<file path="config.mk">
export PLATFORM = sky130hd
export DESIGN_NAME = mac_argmax_flat
export DESIGN_NICKNAME = d
export VERILOG_FILES = /design/src/rtl/mac_argmax_if.sv /design/src/rtl/mac_argmax.sv /design/src/flat_wrapper.sv
export SDC_FILE = /design/constraint.sdc
export NUM_CORES = 1
export LEC_CHECK = 0
export CAP_MARGIN = 20
export CORE_UTILIZATION = 28
export CTS_CLUSTER_SIZE = 24
export DETAILED_ROUTE_END_ITERATION = 12
export DONT_BUFFER_PORTS = 1
export MAX_ROUTING_LAYER = met4
export SLEW_MARGIN = 20
export SYNTH_ARGS = -nofsm -noshare
export SYNTH_HDL_FRONTEND = slang
export SYNTH_SLANG_ARGS = --single-unit
</file>
<file path="constraint.sdc">
create_clock -name clk -period 6.5 [get_ports clk]
set_clock_uncertainty 0.2 [all_clocks]
set_input_delay 0.65 -clock clk [delete_from_list [all_inputs] [get_ports clk]]
set_output_delay 0.65 -clock clk [all_outputs]
set_load 0.02 [all_outputs]
</file>
<file path="src/rtl/mac_argmax_if.sv">
// -----------------------------------------------------------------------------
// mac_argmax_if
// Handshake bundle between the upstream MAC stage, the arg-max block and the
// downstream result consumer.
//
// Parameters
//   SW : width of the incoming MAC sum
//   AW : width of the accumulated class score
//
// Signals
//   s_valid      : upstream -> block, s carries a valid MAC sum
//   s            : upstream -> block, unsigned MAC sum [SW-1:0]
//   s_ready      : block -> upstream, block accepts s this cycle
//   result_valid : block -> consumer, result_class/result_score valid
//   result_ready : consumer -> block, consumer takes the result
//   result_class : block -> consumer, index of the winning class [3:0]
//   result_score : block -> consumer, score of the winning class [AW-1:0]
//
// Modports
//   master : the environment side (drives the beats, consumes the result)
//   slave  : the mac_argmax block
// -----------------------------------------------------------------------------
interface mac_argmax_if #(
    parameter int SW = 20,
    parameter int AW = 24
);
    logic          s_valid;
    logic [SW-1:0] s;
    logic          s_ready;
    logic          result_valid;
    logic          result_ready;
    logic [3:0]    result_class;
    logic [AW-1:0] result_score;

    modport master (
        output s_valid,
        output s,
        output result_ready,
        input  s_ready,
        input  result_valid,
        input  result_class,
        input  result_score
    );

    modport slave (
        input  s_valid,
        input  s,
        input  result_ready,
        output s_ready,
        output result_valid,
        output result_class,
        output result_score
    );
endinterface

</file>
<file path="src/rtl/mac_argmax.sv">
// -----------------------------------------------------------------------------
// mac_argmax
// Accumulates CHUNKS consecutive MAC sums into one class score, scans CLASSES
// class scores per image and presents the index and score of the largest one.
// Ties keep the lower class index. After the last beat of an image the block
// holds the result (and refuses new beats) until the consumer takes it.
//
// Parameters
//   SW      : width of the incoming MAC sum (20)
//   AW      : width of the accumulator / class score, must be >= SW (24)
//   CHUNKS  : MAC sums per class score, 1..16 (1)
//   CLASSES : class scores per image, 2..16 (10)
//
// Ports
//   clk : rising-edge clock
//   rst : synchronous, active-high reset
//   bus : mac_argmax_if.slave
//         s_valid/s/s_ready                       beat input handshake
//         result_valid/result_ready               result output handshake
//         result_class/result_score               winning class and its score
//
// Build option
//   ACC_SAT_EN : when defined, the accumulator saturates at 2^AW-1;
//                otherwise it wraps modulo 2^AW without any indication.
// -----------------------------------------------------------------------------
module mac_argmax #(
    parameter int SW      = 20,
    parameter int AW      = 24,
    parameter int CHUNKS  = 1,
    parameter int CLASSES = 10
) (
    input  logic         clk,
    input  logic         rst,
    mac_argmax_if.slave  bus
);

    typedef enum logic {
        ST_ACCUM = 1'b0,  // taking beats, s_ready=1
        ST_HOLD  = 1'b1   // presenting result, result_valid=1
    } state_t;

    // Both counters fit in 4 bits because CHUNKS and CLASSES are at most 16.
    localparam logic [3:0] LAST_CHUNK = 4'(CHUNKS - 1);
    localparam logic [3:0] LAST_CLASS = 4'(CLASSES - 1);

    state_t        r_state;
    logic          r_s_ready;
    logic          r_result_valid;
    logic [AW-1:0] r_acc;
    logic [3:0]    r_chunk;
    logic [3:0]    r_class;
    logic [AW-1:0] r_best;
    logic [3:0]    r_best_class;
    logic [AW-1:0] r_result_score;
    logic [3:0]    r_result_class;

    logic          w_accept;
    logic [AW:0]   w_sum_wide;
    logic [AW-1:0] w_sum;
    logic          w_last_chunk;
    logic          w_last_class;
    logic          w_take;
    logic [AW-1:0] w_win_score;
    logic [3:0]    w_win_class;

    // r_s_ready is high exactly in ST_ACCUM, so this is the accept condition.
    assign w_accept = r_s_ready && bus.s_valid;

    // One extra bit keeps the carry so overflow is visible to the saturating
    // build; the wrapping build just drops it.
    assign w_sum_wide = {1'b0, r_acc} + (AW + 1)'(bus.s);

`ifdef ACC_SAT_EN
    assign w_sum = w_sum_wide[AW] ? {AW{1'b1}} : w_sum_wide[AW-1:0];
`else
    assign w_sum = w_sum_wide[AW-1:0];
`endif

    assign w_last_chunk = (r_chunk == LAST_CHUNK);
    assign w_last_class = (r_class == LAST_CLASS);

    // Class 0 seeds the running best so nothing from a previous image leaks
    // in; later classes need a strictly larger score, so ties keep the
    // lower index.
    assign w_take      = (r_class == 4'd0) || (w_sum > r_best);
    assign w_win_score = w_take ? w_sum   : r_best;
    assign w_win_class = w_take ? r_class : r_best_class;

    // NOTE: all state below is written with non-blocking assignments so every
    // register samples the pre-edge values of the others, independent of the
    // order of statements in this block.
    always_ff @(posedge clk) begin
        if (rst) begin
            r_state        <= ST_ACCUM;
            r_s_ready      <= 1'b1;
            r_result_valid <= 1'b0;
            r_acc          <= '0;
            r_chunk        <= '0;
            r_class        <= '0;
            r_best         <= '0;
            r_best_class   <= '0;
            r_result_score <= '0;
            r_result_class <= '0;
        end else begin
            case (r_state)
                ST_ACCUM: begin
                    // Without an accepted beat every register keeps its value.
                    if (w_accept) begin
                        if (!w_last_chunk) begin
                            r_acc   <= w_sum;
                            r_chunk <= r_chunk + 4'd1;
                        end else begin
                            // Class score completes this cycle: fold it into
                            // the running best and restart the accumulator.
                            r_acc        <= '0;
                            r_chunk      <= '0;
                            r_best       <= w_win_score;
                            r_best_class <= w_win_class;
                            if (w_last_class) begin
                                r_class        <= '0;
                                r_result_score <= w_win_score;
                                r_result_class <= w_win_class;
                                r_state        <= ST_HOLD;
                                r_s_ready      <= 1'b0;
                                r_result_valid <= 1'b1;
                            end else begin
                                r_class <= r_class + 4'd1;
                            end
                        end
                    end
                end

                ST_HOLD: begin
                    // s is ignored here; the result stays put until taken.
                    // s_ready returns only on the cycle after the handshake.
                    if (bus.result_ready) begin
                        r_state        <= ST_ACCUM;
                        r_s_ready      <= 1'b1;
                        r_result_valid <= 1'b0;
                    end
                end

                default: begin
                    r_state        <= ST_ACCUM;
                    r_s_ready      <= 1'b1;
                    r_result_valid <= 1'b0;
                end
            endcase
        end
    end

    assign bus.s_ready      = r_s_ready;
    assign bus.result_valid = r_result_valid;
    assign bus.result_class = r_result_class;
    assign bus.result_score = r_result_score;

endmodule

</file>
<file path="src/flat_wrapper.sv">
// flat-port wrapper written by rule: the top's interface ports become plain ports
module mac_argmax_flat 
#(
    parameter int SW      = 20,
    parameter int AW      = 24,
    parameter int CHUNKS  = 1,
    parameter int CLASSES = 10
)
  (clk, rst, bus_s_valid, bus_s, bus_result_ready, bus_s_ready, bus_result_valid, bus_result_class, bus_result_score);
  mac_argmax_if #(.SW(SW), .AW(AW)) bus_i ();
  input  logic clk;
  input  logic rst;
  input wire logic [$bits(bus_i.s_valid)-1:0] bus_s_valid;
  input wire logic [$bits(bus_i.s)-1:0] bus_s;
  input wire logic [$bits(bus_i.result_ready)-1:0] bus_result_ready;
  output wire logic [$bits(bus_i.s_ready)-1:0] bus_s_ready;
  output wire logic [$bits(bus_i.result_valid)-1:0] bus_result_valid;
  output wire logic [$bits(bus_i.result_class)-1:0] bus_result_class;
  output wire logic [$bits(bus_i.result_score)-1:0] bus_result_score;
  assign bus_i.s_valid = bus_s_valid;
  assign bus_i.s = bus_s;
  assign bus_i.result_ready = bus_result_ready;
  assign bus_s_ready = bus_i.s_ready;
  assign bus_result_valid = bus_i.result_valid;
  assign bus_result_class = bus_i.result_class;
  assign bus_result_score = bus_i.result_score;
  mac_argmax #(.SW(SW), .AW(AW), .CHUNKS(CHUNKS), .CLASSES(CLASSES)) u_core (.clk(clk), .rst(rst), .bus(bus_i));
endmodule
</file>
# After elaboration in Yosys (flattened, before gate mapping)
# Index checks and enable logic that the tools add are counted.
# op_classes
n_lt_le_gt_ge	1
n_addsub	3
mux	20
bitwise	1
eq_ne	5
n_reduce_logical	8
# ops
operator	n
two-way mux 24 bit	2
adder 24 x 20 -> 24 bit	1
> comparator 24 bit	1
two-way mux 1 bit	12
two-way mux 4 bit	3
adder 4 x 1 -> 4 bit, second input constant	2
zero test 4 bit	2
AND reduction 4 bit	2
inequality test 2 x 1 -> 1 bit, second input constant	3
case mux 1 bit (2 select lines)	3
equality test 4 bit, second input constant	1
AND reduction 3 bit	1
inequality test 2 bit, second input constant	1
AND reduction 2 bit	1
logical AND 1 bit	1
logical OR 1 bit	1
NOT 1 bit	1
# word_totals
inputBits	24
regBits	91
wordCells	48
output_inout_bits	30

# Logic depth before layout (Yosys ltp)
# logic_depth
depth_word	5
ltp_mapped	19
mapped_depth_nobuf	17

# Worst setup path before layout
# No wires, ideal clock.
# synth_path
path_kind	input to register
start	input port bus_s[12]
end	register u_core.r_result_score[18] (netlist: u_core.bus.result_score[18])
path_slack_ns	1.613
t_arrival_ns	4.554
cell_stages	18
setup_time_ns	0.132
path_cell_list	ha_1 > and2_1 > or2_0 > a221oi_2 > o41ai_2 > or4b_4 > and3_4 > xnor2_2 > inv_1 > ha_1 > nand4_1 > nor4_1 > o31a_1 > o21ai_1 > nand2_1 > clkbuf_1 > mux2i_1 > a21oi_1
# synth_via
elab_chain_len	4
# synth_rtl
element	line_no	source
start: declaration	flat_wrapper.sv:14	input wire logic [$bits(bus_i.s)-1:0] bus_s;
adder 24 x 20 -> 24 bit *	mac_argmax.sv:71	assign w_sum_wide = {1'b0, r_acc} + (AW + 1)'(bus.s);
> comparator 24 bit	mac_argmax.sv:85	assign w_take = (r_class == 4'd0) || (w_sum > r_best);
logical OR 1 bit	mac_argmax.sv:85	
two-way mux 24 bit *	mac_argmax.sv:86	assign w_win_score = w_take ? w_sum : r_best;
end signal: assignment	mac_argmax.sv:121	r_result_score <= w_win_score;
end: declaration	mac_argmax.sv:54	logic [AW-1:0] r_result_score;
# Mark *: on every way between the ends. The rest lies on a longest branch, timed or not.
# A chain may end at the register's enable or synchronous reset.

# Worst setup path in the final report
# layout_path
start	register u_core.r_acc[0]
end	register u_core.r_result_score[7] (netlist: u_core.bus.result_score[7])
# layout_via
elab_chain_len	4
# layout_rtl
element	line_no	source
start: declaration	mac_argmax.sv:49	logic [AW-1:0] r_acc;
start signal: assignment	mac_argmax.sv:110	r_acc <= w_sum;
adder 24 x 20 -> 24 bit *	mac_argmax.sv:71	
> comparator 24 bit	mac_argmax.sv:85	
logical OR 1 bit	mac_argmax.sv:85	
two-way mux 24 bit *	mac_argmax.sv:86	
# Marks and branches as above.

==> flow_summary.ini <==
[clock_network]
postCtsSetupBuffers = 0
hold_buffers = 0
htree_levels = 3
clock_path_buffers = 2
cts_tree = built
numCtsBuffers = 9
clkSinkCount = 91
ctsRootBufferMaster = clkbuf_16
clock_latency_ns = 0.36
ctsResizeCount = 0
clk_pin_slew_worst_paths_ns = 0.07

[power_and_ir_drop]
comb_power_share_pct = 13.8
internal_power_mw = 0.955
p_sw_mw = 0.375
leakage_nw = 2.39
sw_frac_of_total_pct = 28.2
total_power_mw = 1.33
power_frac_seq_pct = 43.8
vdd_drop_max_v = 0.000128
p_per_area_nw_per_um2 = 229
p_clk_share_pct = 42.4

[run_status]
outcome = finished with violations
violations = design-rule violations

[placement]
gp_congestion = 0.834
hpwl_um = 9560
port_buffers = 0
post-place-ws_ns = 0.910

[sta]
worst_slew_pin_slew_ns = 0.911
finalCritPeriodShare_pct = 80.5
rsz0062_at_grt = no
fmax_mhz = 191
final_hold_viol_count = 0
setup_viol = 0
maxSlewViolCount = 0
fin_tns_setup_ns = 0
min_period_ns = 5.23
relSlewSlack_pct = 39.2
setup_ws_ns = 1.27

[critical_path]
criticalPathCategory = flop to flop
endpoint_kind = flop
required_ns = 6.54
cp-start-kind = flop
cpPeakStageDelay_ns = 0.61
crit_family = simple AND/OR/NAND/NOR gates
cp_slowest_cell = or4_1
crit_arrival_ns = 5.27
cp_max_fo = 13
path_cells = ha_1 > fa_1 > a21oi_1 > o211ai_2 > a31o_2 > nor3_1 > nor4b_1 > or4_1 > ha_1 > nand4_1 > nor4_1 > o31a_1 > o21ai_1 > nand2_1 > buf_4 > mux2i_1 > a21oi_1
cp.buffers_inverters = 1

[floorplan]
rows = 49
fp.dieH_um = 139
core-area_sq_um = 18100
initial_core_util_pct = 28.9
die_w_um = 139
die_area_sq_um = 19300
pin_count = 54

[synth]
syn_avg_cell_area_sq_um = 8.45
synth_top_area_share_pct = 34.8
synthCells = 620
synth_nets = 691
netlist_top_cells_count = 91 x dfxtp_1, 67 x nor2_1, 59 x a21oi_1, 46 x ha_1, 40 x mux2i_1
synth.most_common_cell = dfxtp_1
syn-cell-area_sq_um = 5240
synth_flop_cell = dfxtp_1
synth.ff_latch_count = 91
synth-seq-area-share_pct = 34.8
ys_top_cells_by_area = dfxtp_1 35%, ha_1 11%, mux2i_1 7.6%, a21oi_1 5.6%, nor2_1 4.8%
synth_cell_type_count = 62
async_flop_share_pct = 0
yosysTopAreaCell = dfxtp_1
ys_warn_count = 0
synth_edf_count = 0

[routing]
vias_per_cell = 5.12
drtIter0Drc = 271
dr.pass1.iters = 8
ant_nets = 0
wl_per_cell_um = 15.9
wirelength_um = 13400
route.detailed.drc = 3
vias = 4310

[grt]
grt_max_degree = 70
grt_first_pass_wirelength_um = 21900
grt_pass1_vias = 4105
grt_use_total_pct = 15.0
antenna_found_initial = 0
gr-total-overflow = 0

[cells_and_area]
area_growth_syn_to_layout_pct = 11.0
drive_gt1_share_pct = 6.05
fillCellCount = 1939
final_nets = 678
n_antenna_cell = 0

[run]
drv_cap = 0

[min_path]
hp-class = input pin to flop
==> path summary, 6_finish.rpt <==
check	startpoint	slack, ns	depth (start not counted)	end
setup / recovery	u_core.r_acc[0]	1.27	17	u_core.bus.result_score[7]
hold / removal	rst	0.16	1	u_core.r_acc[21]
setup reg to reg	u_core.r_acc[0]	1.27	17	u_core.bus.result_score[7]
hold reg to reg	u_core.r_best_class[1]	0.30	2	u_core.r_best_class[1]
==> layout by cell type (no fill, tap or decap), types with 4 or more instances in the layout <==
master / instances
buf_4: 7
nor2b_1: 5
xnor2_1: 13
ha_1: 46
o211ai_1: 4
and3_1: 4
a311oi_1: 5
a21oi_1: 58
a31oi_1: 5
nor2_1: 67
a211oi_1: 4
nor3_1: 8
nand2b_1: 5
xor2_1: 9
a22oi_1: 18
dfxtp_1: 91
nand4_1: 13
mux2i_1: 40
inv_1: 35
nand2_1: 39
o21ai_0: 31
a21o_1: 5
clkbuf_16: 9
nand3_1: 27
==> sequential cells by signal (all words and copies together), names as in the netlist <==
| signal | flops |
|---|---|
| u_core.r_chunk | 4 |
| u_core.r_best | 24 |
| u_core.bus.result_class | 4 |
| u_core.r_class | 4 |
| u_core.bus.result_valid | 1 |
| u_core.r_best_class | 4 |
| u_core.r_state | 1 |
| u_core.r_acc | 24 |
| u_core.bus.s_ready | 1 |
| u_core.bus.result_score | 24 |
==> power groups by stage <==
stage,logic (mW),registers [mW],clock network [mW]
finish,0.183,0.583,0.564
global route,0.204,0.585,0.600
CTS,0.184,0.583,0.577
detailed placement,0.183,0.596,0
global placement,0.183,0.596,0
floorplan,0.144,0.592,0
==> metrics by stage <==
step | cell area (sq um) | hold slack, ns | util, % | cells
2_1_floorplan | 5240 | 0.250 | - | 620
3_3_place_gp | 5490 | 0.278 | 30.3 | 825
3_5_place_dp | 5500 | 0.284 | 30.3 | 825
4_1_cts | 5810 | 0.151 | 32.0 | 841
5_1_grt | 5810 | 0.147 | 32.0 | 841
6_report | 5810 | 0.162 | 32.0 | 841
==> per-layer routing <==
layer | vias up | GRT usage [%] | wire length [um]
li1 | 2213 | - | -
met1 | 2011 | 18.9 | 6400
met3 | 17 | 5.01 | 815
met5 | - | - | 0
met4 | 0 | 4.33 | 181
met2 | 69 | 22.7 | 6010
==> cell families (layout without fill, tap and decap cells) <==
group / after synthesis / after routing / share of synthesized area, %
simple gates: 187 / 187 / 17.0
compound gates: 164 / 164 / 20.1
flops: 91 / 91 / 34.8
buf+inv: 67 / 59 / 4.90
fa+ha+maj: 47 / 47 / 11.4
mux: 41 / 41 / 7.86
xor+xnor: 23 / 23 / 3.99
==> layout make-up <==
class / instances / area (sq um) / area share (%)
Clock buffer: 9 / 225 / 3.87
Clock inverter: 7 / 90.1 / 1.55
Inverter: 35 / 131 / 2.26
Multi-Input combinational cell: 462 / 3190 / 54.8
Sequential cell: 91 / 1820 / 31.3
Tap cell: 229 / 287 / 4.93
Timing Repair Buffer: 8 / 72.6 / 1.25
==> worst reg2reg max path, stage by stage (launching register included) <==
cell	delay, ns
dfxtp_1	0.31
ha_1	0.21
fa_1	0.40
a21oi_1	0.24
o211ai_2	0.18
a31o_2	0.31
nor3_1	0.33
nor4b_1	0.10
or4_1	0.61
ha_1	0.32
nand4_1	0.10
nor4_1	0.37
o31a_1	0.20
o21ai_1	0.12
nand2_1	0.48
buf_4	0.30
mux2i_1	0.26
a21oi_1	0.10
Note: power is estimated with default switching activity, not from simulation.
